$ cat src/rtl/arbitro_salida_2a1.sv
// Arbitrates two req/ack word sources onto one registered valid/ready output.
// Define ARB_PRIORIDAD_FIJA_EN for fixed priority to A; the default is round robin with burst limit.
module arbitro_salida_2a1 #(
  parameter int ANCHO      = 16,
  parameter int RAFAGA_MAX = 4
) (
  input  logic             clk,
  input  logic             rst_n,
  input  logic             req_a,
  input  logic [ANCHO-1:0] dato_a,
  output logic             ack_a,
  input  logic             req_b,
  input  logic [ANCHO-1:0] dato_b,
  output logic             ack_b,
  output logic [ANCHO-1:0] salida,
  output logic             salida_valid,
  input  logic             salida_ready,
  output logic             sel,
  output logic             ocupado
);

  localparam int unsigned CW = $clog2(RAFAGA_MAX + 1);
  localparam logic [CW:0] LIMITE = (CW + 1)'(RAFAGA_MAX);

  typedef enum logic [1:0] {
    LIBRE  = 2'd0,
    SERV_A = 2'd1,
    SERV_B = 2'd2
  } estado_t;

  estado_t       estado, estado_sig;
  logic [CW-1:0] cuenta, cuenta_sig;
  logic          ultimo, ultimo_sig;  // 0 = A, 1 = B
  logic          hueco;
  logic          ack;
  logic          mio, otro, limite;
  logic [CW:0]   suma;

  assign hueco   = ~salida_valid | salida_ready;
  assign ack_a   = (estado == SERV_A) & req_a & hueco;
  assign ack_b   = (estado == SERV_B) & req_b & hueco;
  assign ack     = ack_a | ack_b;
  assign ocupado = (estado != LIBRE);
  // Burst count including the transfer happening at this edge.
  assign suma    = {1'b0, cuenta} + (CW + 1)'(ack);

  always_comb begin
    estado_sig = estado;
    cuenta_sig = cuenta;
    ultimo_sig = ultimo;
    mio        = (estado == SERV_A) ? req_a : req_b;
    otro       = (estado == SERV_A) ? req_b : req_a;
`ifdef ARB_PRIORIDAD_FIJA_EN
    // A holds the grant indefinitely; B yields right after its next word.
    limite     = (estado == SERV_B) & (ack_b | (suma >= LIMITE));
`else
    limite     = (suma >= LIMITE);
`endif
    case (estado)
      LIBRE: begin
`ifdef ARB_PRIORIDAD_FIJA_EN
        if (req_a) begin
`else
        if (req_a && (!req_b || ultimo)) begin
`endif
          estado_sig = SERV_A;
          cuenta_sig = '0;
          ultimo_sig = 1'b0;
        end else if (req_b) begin
          estado_sig = SERV_B;
          cuenta_sig = '0;
          ultimo_sig = 1'b1;
        end
      end
      SERV_A, SERV_B: begin
        // With the output register full nothing moves: no switch, no count.
        if (hueco) begin
          if (otro && (!mio || limite)) begin
            estado_sig = (estado == SERV_A) ? SERV_B : SERV_A;
            cuenta_sig = '0;
            ultimo_sig = (estado == SERV_A);
          end else if (!mio) begin
            estado_sig = LIBRE;
          end else if (suma > LIMITE) begin
            cuenta_sig = CW'(RAFAGA_MAX);
          end else begin
            cuenta_sig = suma[CW-1:0];
          end
        end
      end
      default: begin
        estado_sig = LIBRE;
        cuenta_sig = '0;
      end
    endcase
  end

  always_ff @(posedge clk or negedge rst_n) begin
    if (!rst_n) begin
      estado <= LIBRE;
      sel    <= 1'b0;
      cuenta <= '0;
      ultimo <= 1'b1;
    end else begin
      estado <= estado_sig;
      sel    <= (estado_sig == SERV_B);
      cuenta <= cuenta_sig;
      ultimo <= ultimo_sig;
    end
  end

  always_ff @(posedge clk or negedge rst_n) begin
    if (!rst_n) begin
      salida       <= '0;
      salida_valid <= 1'b0;
    end else if (ack) begin
      salida       <= sel ? dato_b : dato_a;
      salida_valid <= 1'b1;
    end else if (salida_ready) begin
      salida_valid <= 1'b0;
    end
  end

endmodule

$ cat config.mk
export PLATFORM = sky130hd
export DESIGN_NAME = arbitro_salida_2a1
export DESIGN_NICKNAME = d
export VERILOG_FILES = /design/src/rtl/arbitro_salida_2a1.sv
export SDC_FILE = /design/constraint.sdc
export NUM_CORES = 1
export LEC_CHECK = 0
export ABC_AREA = 1
export CAP_MARGIN = 20
export CORE_MARGIN = 2
export CORE_UTILIZATION = 35
export CTS_CLUSTER_DIAMETER = 60
export CTS_CLUSTER_SIZE = 30
export DETAILED_ROUTE_END_ITERATION = 10
export PLACE_DENSITY = 0.72
export REMOVE_ABC_BUFFERS = 1
export SLEW_MARGIN = 25
export SYNTH_ARGS = -nofsm -noshare
export SYNTH_HDL_FRONTEND = slang
export SYNTH_SLANG_ARGS = --single-unit
$ cat constraint.sdc
create_clock -name clk -period 6.1 [get_ports clk]
set_input_delay 1.525 -clock clk [delete_from_list [all_inputs] [get_ports clk]]
set_output_delay 1.525 -clock clk [all_outputs]
set_load 0.02 [all_outputs]
# ---- After elaboration in Yosys (flattened, before gate mapping)
# Cells that the tools add are included.
dict set report word_totals {
  word_cells 60
  input_bits 37
  ff_bits 24
}
dict set report classes {
  bitwise_logic 7
  magnitude_cmp 2
  mux 24
  reduce_logical 13
  n_addsub 1
  eq_ne 7
}
# op n
set op_table {}
lappend op_table {{$mux 3} 6}
lappend op_table {{$mux 16} 1}
lappend op_table {{$mux 2} 6}
lappend op_table {{$mux 1} 8}
lappend op_table {{$ne 3x3->1 const B} 2}
lappend op_table {{$pmux 3 s2} 1}
lappend op_table {{$reduce_bool 2->1} 3}
lappend op_table {{$add 3x1->4} 1}
lappend op_table {{$and 1x1->1} 4}
lappend op_table {{$eq 2x2->1 const B} 2}
lappend op_table {{$ge 4x3->1 const B} 1}
lappend op_table {{$gt 4x3->1 const B} 1}
lappend op_table {{$ne 2x2->1 const B} 2}
lappend op_table {{$pmux 2 s2} 1}
lappend op_table {{$reduce_and 4->1} 1}
lappend op_table {{$reduce_and 3->1} 1}
lappend op_table {{$eq 2x1->1 const B} 1}
lappend op_table {{$logic_and 1x1->1} 2}
lappend op_table {{$logic_not 1->1} 2}
lappend op_table {{$logic_not 2->1} 1}
lappend op_table {{$logic_or 1x1->1} 2}
lappend op_table {{$or 1x1->1} 2}
lappend op_table {{$pmux 1 s2} 1}
lappend op_table {{$reduce_or 2->1} 1}
lappend op_table {{$not 1->1} 1}

# ---- Logic depth before layout (Yosys ltp)
dict set report depth {
  depth_word 12
  mapped_depth 19
  depth_no_buf 18
}

# ---- Worst setup path after synthesis
# Ideal clock, no wire load.
dict set report synth_path {
  path_kind {input-to-output}
  from {in req_a}
  to {out ack_a}
  t_required_ns 4.575
  stages 2
  path_slack_ns 2.722
  arrival_time_ns 1.853
  n_path_buf 0
  cell_sequence {nand2_1 > nor2_2}
}
dict set report synth_via {
  elab_chain_cells 2
}
# element line_no
set synth_rtl {}
lappend synth_rtl {{from (decl)} 9} ;# input logic req_a,
lappend synth_rtl {{$and 1x1->1 (2 in series)} 40} ;# assign ack_a = (estado == SERV_A) & req_a & hueco;
lappend synth_rtl {{to (decl)} 11} ;# output logic ack_a,
# Every way passes these cells.

# ---- Worst setup path after layout
dict set report layout_path {
  from {in req_b}
  to {out ack_b}
}
dict set report layout_via {
  elab_chain_cells 2
}
# element line_no
set layout_rtl {}
lappend layout_rtl {{from (decl)} 12} ;# input logic req_b,
lappend layout_rtl {{$and 1x1->1 (2 in series)} 41} ;# assign ack_b = (estado == SERV_B) & req_b & hueco;
lappend layout_rtl {{to (decl)} 14} ;# output logic ack_b,
# Every way passes these cells.

==> run_results.csv <==
group,metric,value,unit
timing,hold_viol,0,
die,die_w,68.0,um
drt,wl,3.20,mm
timing,maxSlewViolCount,0,
layout,multi_input_area,666,um^2
synthesis,synth_edf_count,0,
timing,finalSetupViolCount,0,
drt,route.met3.wl,220,um
drt,drt-initial-drc-count,38,
drt,wire_per_inst,10.6,um
power,ir_drop,0.000167,V
timing,fin_tns_setup,0,ps
cts,cts_tree,"built",
power,p_leak,0.992,nW
drt,wl_met1,1.42,mm
layout,final_core_util,52.5,%
synthesis,synthFlopType,"dfrtp_1",
timing,max_freq,220,MHz
placed_design,post-place-ws,1550,ps
layout,nets,295,
cts,ctsResizeCount,0,
timing,slew_headroom,44.6,%
timing,worst_pin_slew,831,ps
die,io_pins,58,
drt,highest_layer,"met4",
placed_design,numPortBuffers,57,
die,num_rows,23,
drt,drc,0,
synthesis,yosys.cell_types.count,25,
die,start_util,36.1,%
synthesis,synth_compound_area_share,17.7,%
critical_path,crit_required,4580,ps
critical_path,end_kind,"primary output",
global_routing,grt_pass1_vias,1235,
cts,clk_latency,260,ps
drt,ant_nets,0,
layout,ff_latch_area,602,um^2
synthesis,synth_mux_area_share,0.698,%
layout,layout_common_cells,"nand2_1, clkdlybuf4s50_1, inv_1",
timing,rsz0062_at_grt,"false",
run_status,status,"complete, no violations",
die,core-area,3970,um^2
hold_path,hold_path_class,"reg -> reg",
layout,area_growth,45.3,%
drt,via_count,1363,
critical_path,critPathLaunchType,"primary input",
global_routing,grt_antenna_before_repair,0,
critical_path,crit_type,"in -> out",
die,die-area,4620,um^2
layout,fillCellCount,384,
global_routing,grt_pass1_wl,5.44,mm
cts,cts_setup_buffers,0,
timing,clock_skew,3.69,ps
cts,cts.sinks,24,
synthesis,seq_area_frac_synth,42.0,%
synthesis,synth_area,1430,um^2
cts,cts_root_buf,"clkbuf_8",
critical_path,crit_fanout,7,
global_routing,overflow,0,
synthesis,syn_area_per_cell,7.35,um^2
placed_design,place_congestion,0.897,
global_routing,grt_usage,15.5,%
timing,post-route-period-util,74.5,%
synthesis,async_flop_share,100,%
layout,n_antenna_cell,0,
cts,clock_path_buffers,2,
cts,hold_buffers,0,
layout,drive_gt1_share,7.97,%
synthesis,synth_top_family_by_area,"simple AND/OR/NAND/NOR gates",
placed_design,dp_hpwl,2.44,mm
drt,dr.pass1.iters,4,
cts,cts_htree_levels,1,
synthesis,ys_ff_latch,24,
synthesis,synth-xor-area-share,0,%
critical_path,worstPathArrival,3020,ps
power,p_per_area,426,nW/um^2
synthesis,synth-simple-area-share,22.8,%
timing,min_period,4540,ps
drt,viasPerCell,4.53,
global_routing,grt_max_degree,35,
cts,clkTransAtPathRegs,80,ps
timing,worst_slack,1560,ps
synthesis,synth-adder-area-share,5.24,%
synthesis,yosys_warnings,0,
cts,cts_made_buffers,3,
flow_run,cap_violations,0,
drt,route.met2.wl,1.52,mm
synthesis,synth_cells,195,
die,die-height,68.0,um
power breakdown:
group / leakage (nW) / switching [mW] / internal [mW] / total (mW)
combinational: 0.668 / 0.283 / 0.226 / 0.510
sequential: 0.302 / 0.0503 / 0.231 / 0.281
clock: 0.0228 / 0.0493 / 0.0466 / 0.0960
total: 0.992 / 0.383 / 0.504 / 0.887
per-layer routing:
metal  GRT usage, %  up-vias
met4           3.25        0
met3           4.61        4
met2           27.5       41
met1           18.5      588
li1               -      730
met5              0        -
cell usage after synthesis, types with 2 or more instances:
cell type | number | area share [%]
nand3_1 | 5 | 1.7
ha_1 | 6 | 5.2
nand2_1 | 56 | 15
nand2_2 | 2 | 0.87
nor2_1 | 3 | 0.79
inv_1 | 33 | 8.6
clkbuf_1 | 3 | 0.79
o22ai_1 | 2 | 0.87
dfrtp_1 | 23 | 40
o21ai_0 | 20 | 7.0
o21ai_1 | 21 | 7.3
buf_4 | 2 | 1.0
nand3_2 | 2 | 1.4
inv_2 | 3 | 0.79
nor2_2 | 4 | 1.7
layout make-up:
| cell class | instances | area share (%) |
|---|---|---|
| clock buffers | 4 | 2.16 |
| inverters | 36 | 6.49 |
| multi-input cells | 129 | 32.0 |
| flip-flops and latches | 24 | 28.9 |
| well taps | 50 | 3.00 |
| repair buffers | 58 | 27.5 |
final timing paths:
kind	start	end	slack, ps	cells past startpoint
setup / recovery	req_b	ack_b	1560	4
hold / removal	ultimo	ultimo	490	2
setup reg to reg	estado[1]	estado[1]	3390	19
hold reg to reg	ultimo	ultimo	490	2
max in group asynchronous	rst_n	ultimo	4520	1
min in group asynchronous	rst_n	salida[12]	1220	1
metrics by stage:
step | total power [mW] | area, um^2 | instances | hold WS (ps)
after global routing | 0.972 | 2080 | 301 | 525
after global placement | 0.792 | 2040 | 297 | 469
after CTS | 0.901 | 2080 | 301 | 487
after floorplan | 0.585 | 1400 | 189 | 450
after detailed placement | 0.800 | 2040 | 297 | 470
final | 0.887 | 2080 | 301 | 487
sequential cells by signal, summed over array words and instances, names as in the netlist:
signal,cells
salida,16
estado,2
salida_valid,1
sel,1
ultimo,1
cuenta,3
kinds of logic (layout without fill, tap and decap cells):
logic type	count (synthesis)	after routing
and+or+nand+nor	74	74
buffers and inverters	42	98
AOI/OAI and AO/OA	48	48
DFF	24	24
adders and majority gates	6	6
muxes	1	1
critical path: stages:
cell,delay (ps)
clkdlybuf4s50_1,590
nand2_1,100
nor2_2,170
clkdlybuf4s50_1,630
Note: power is estimated with default switching activity, not from simulation.
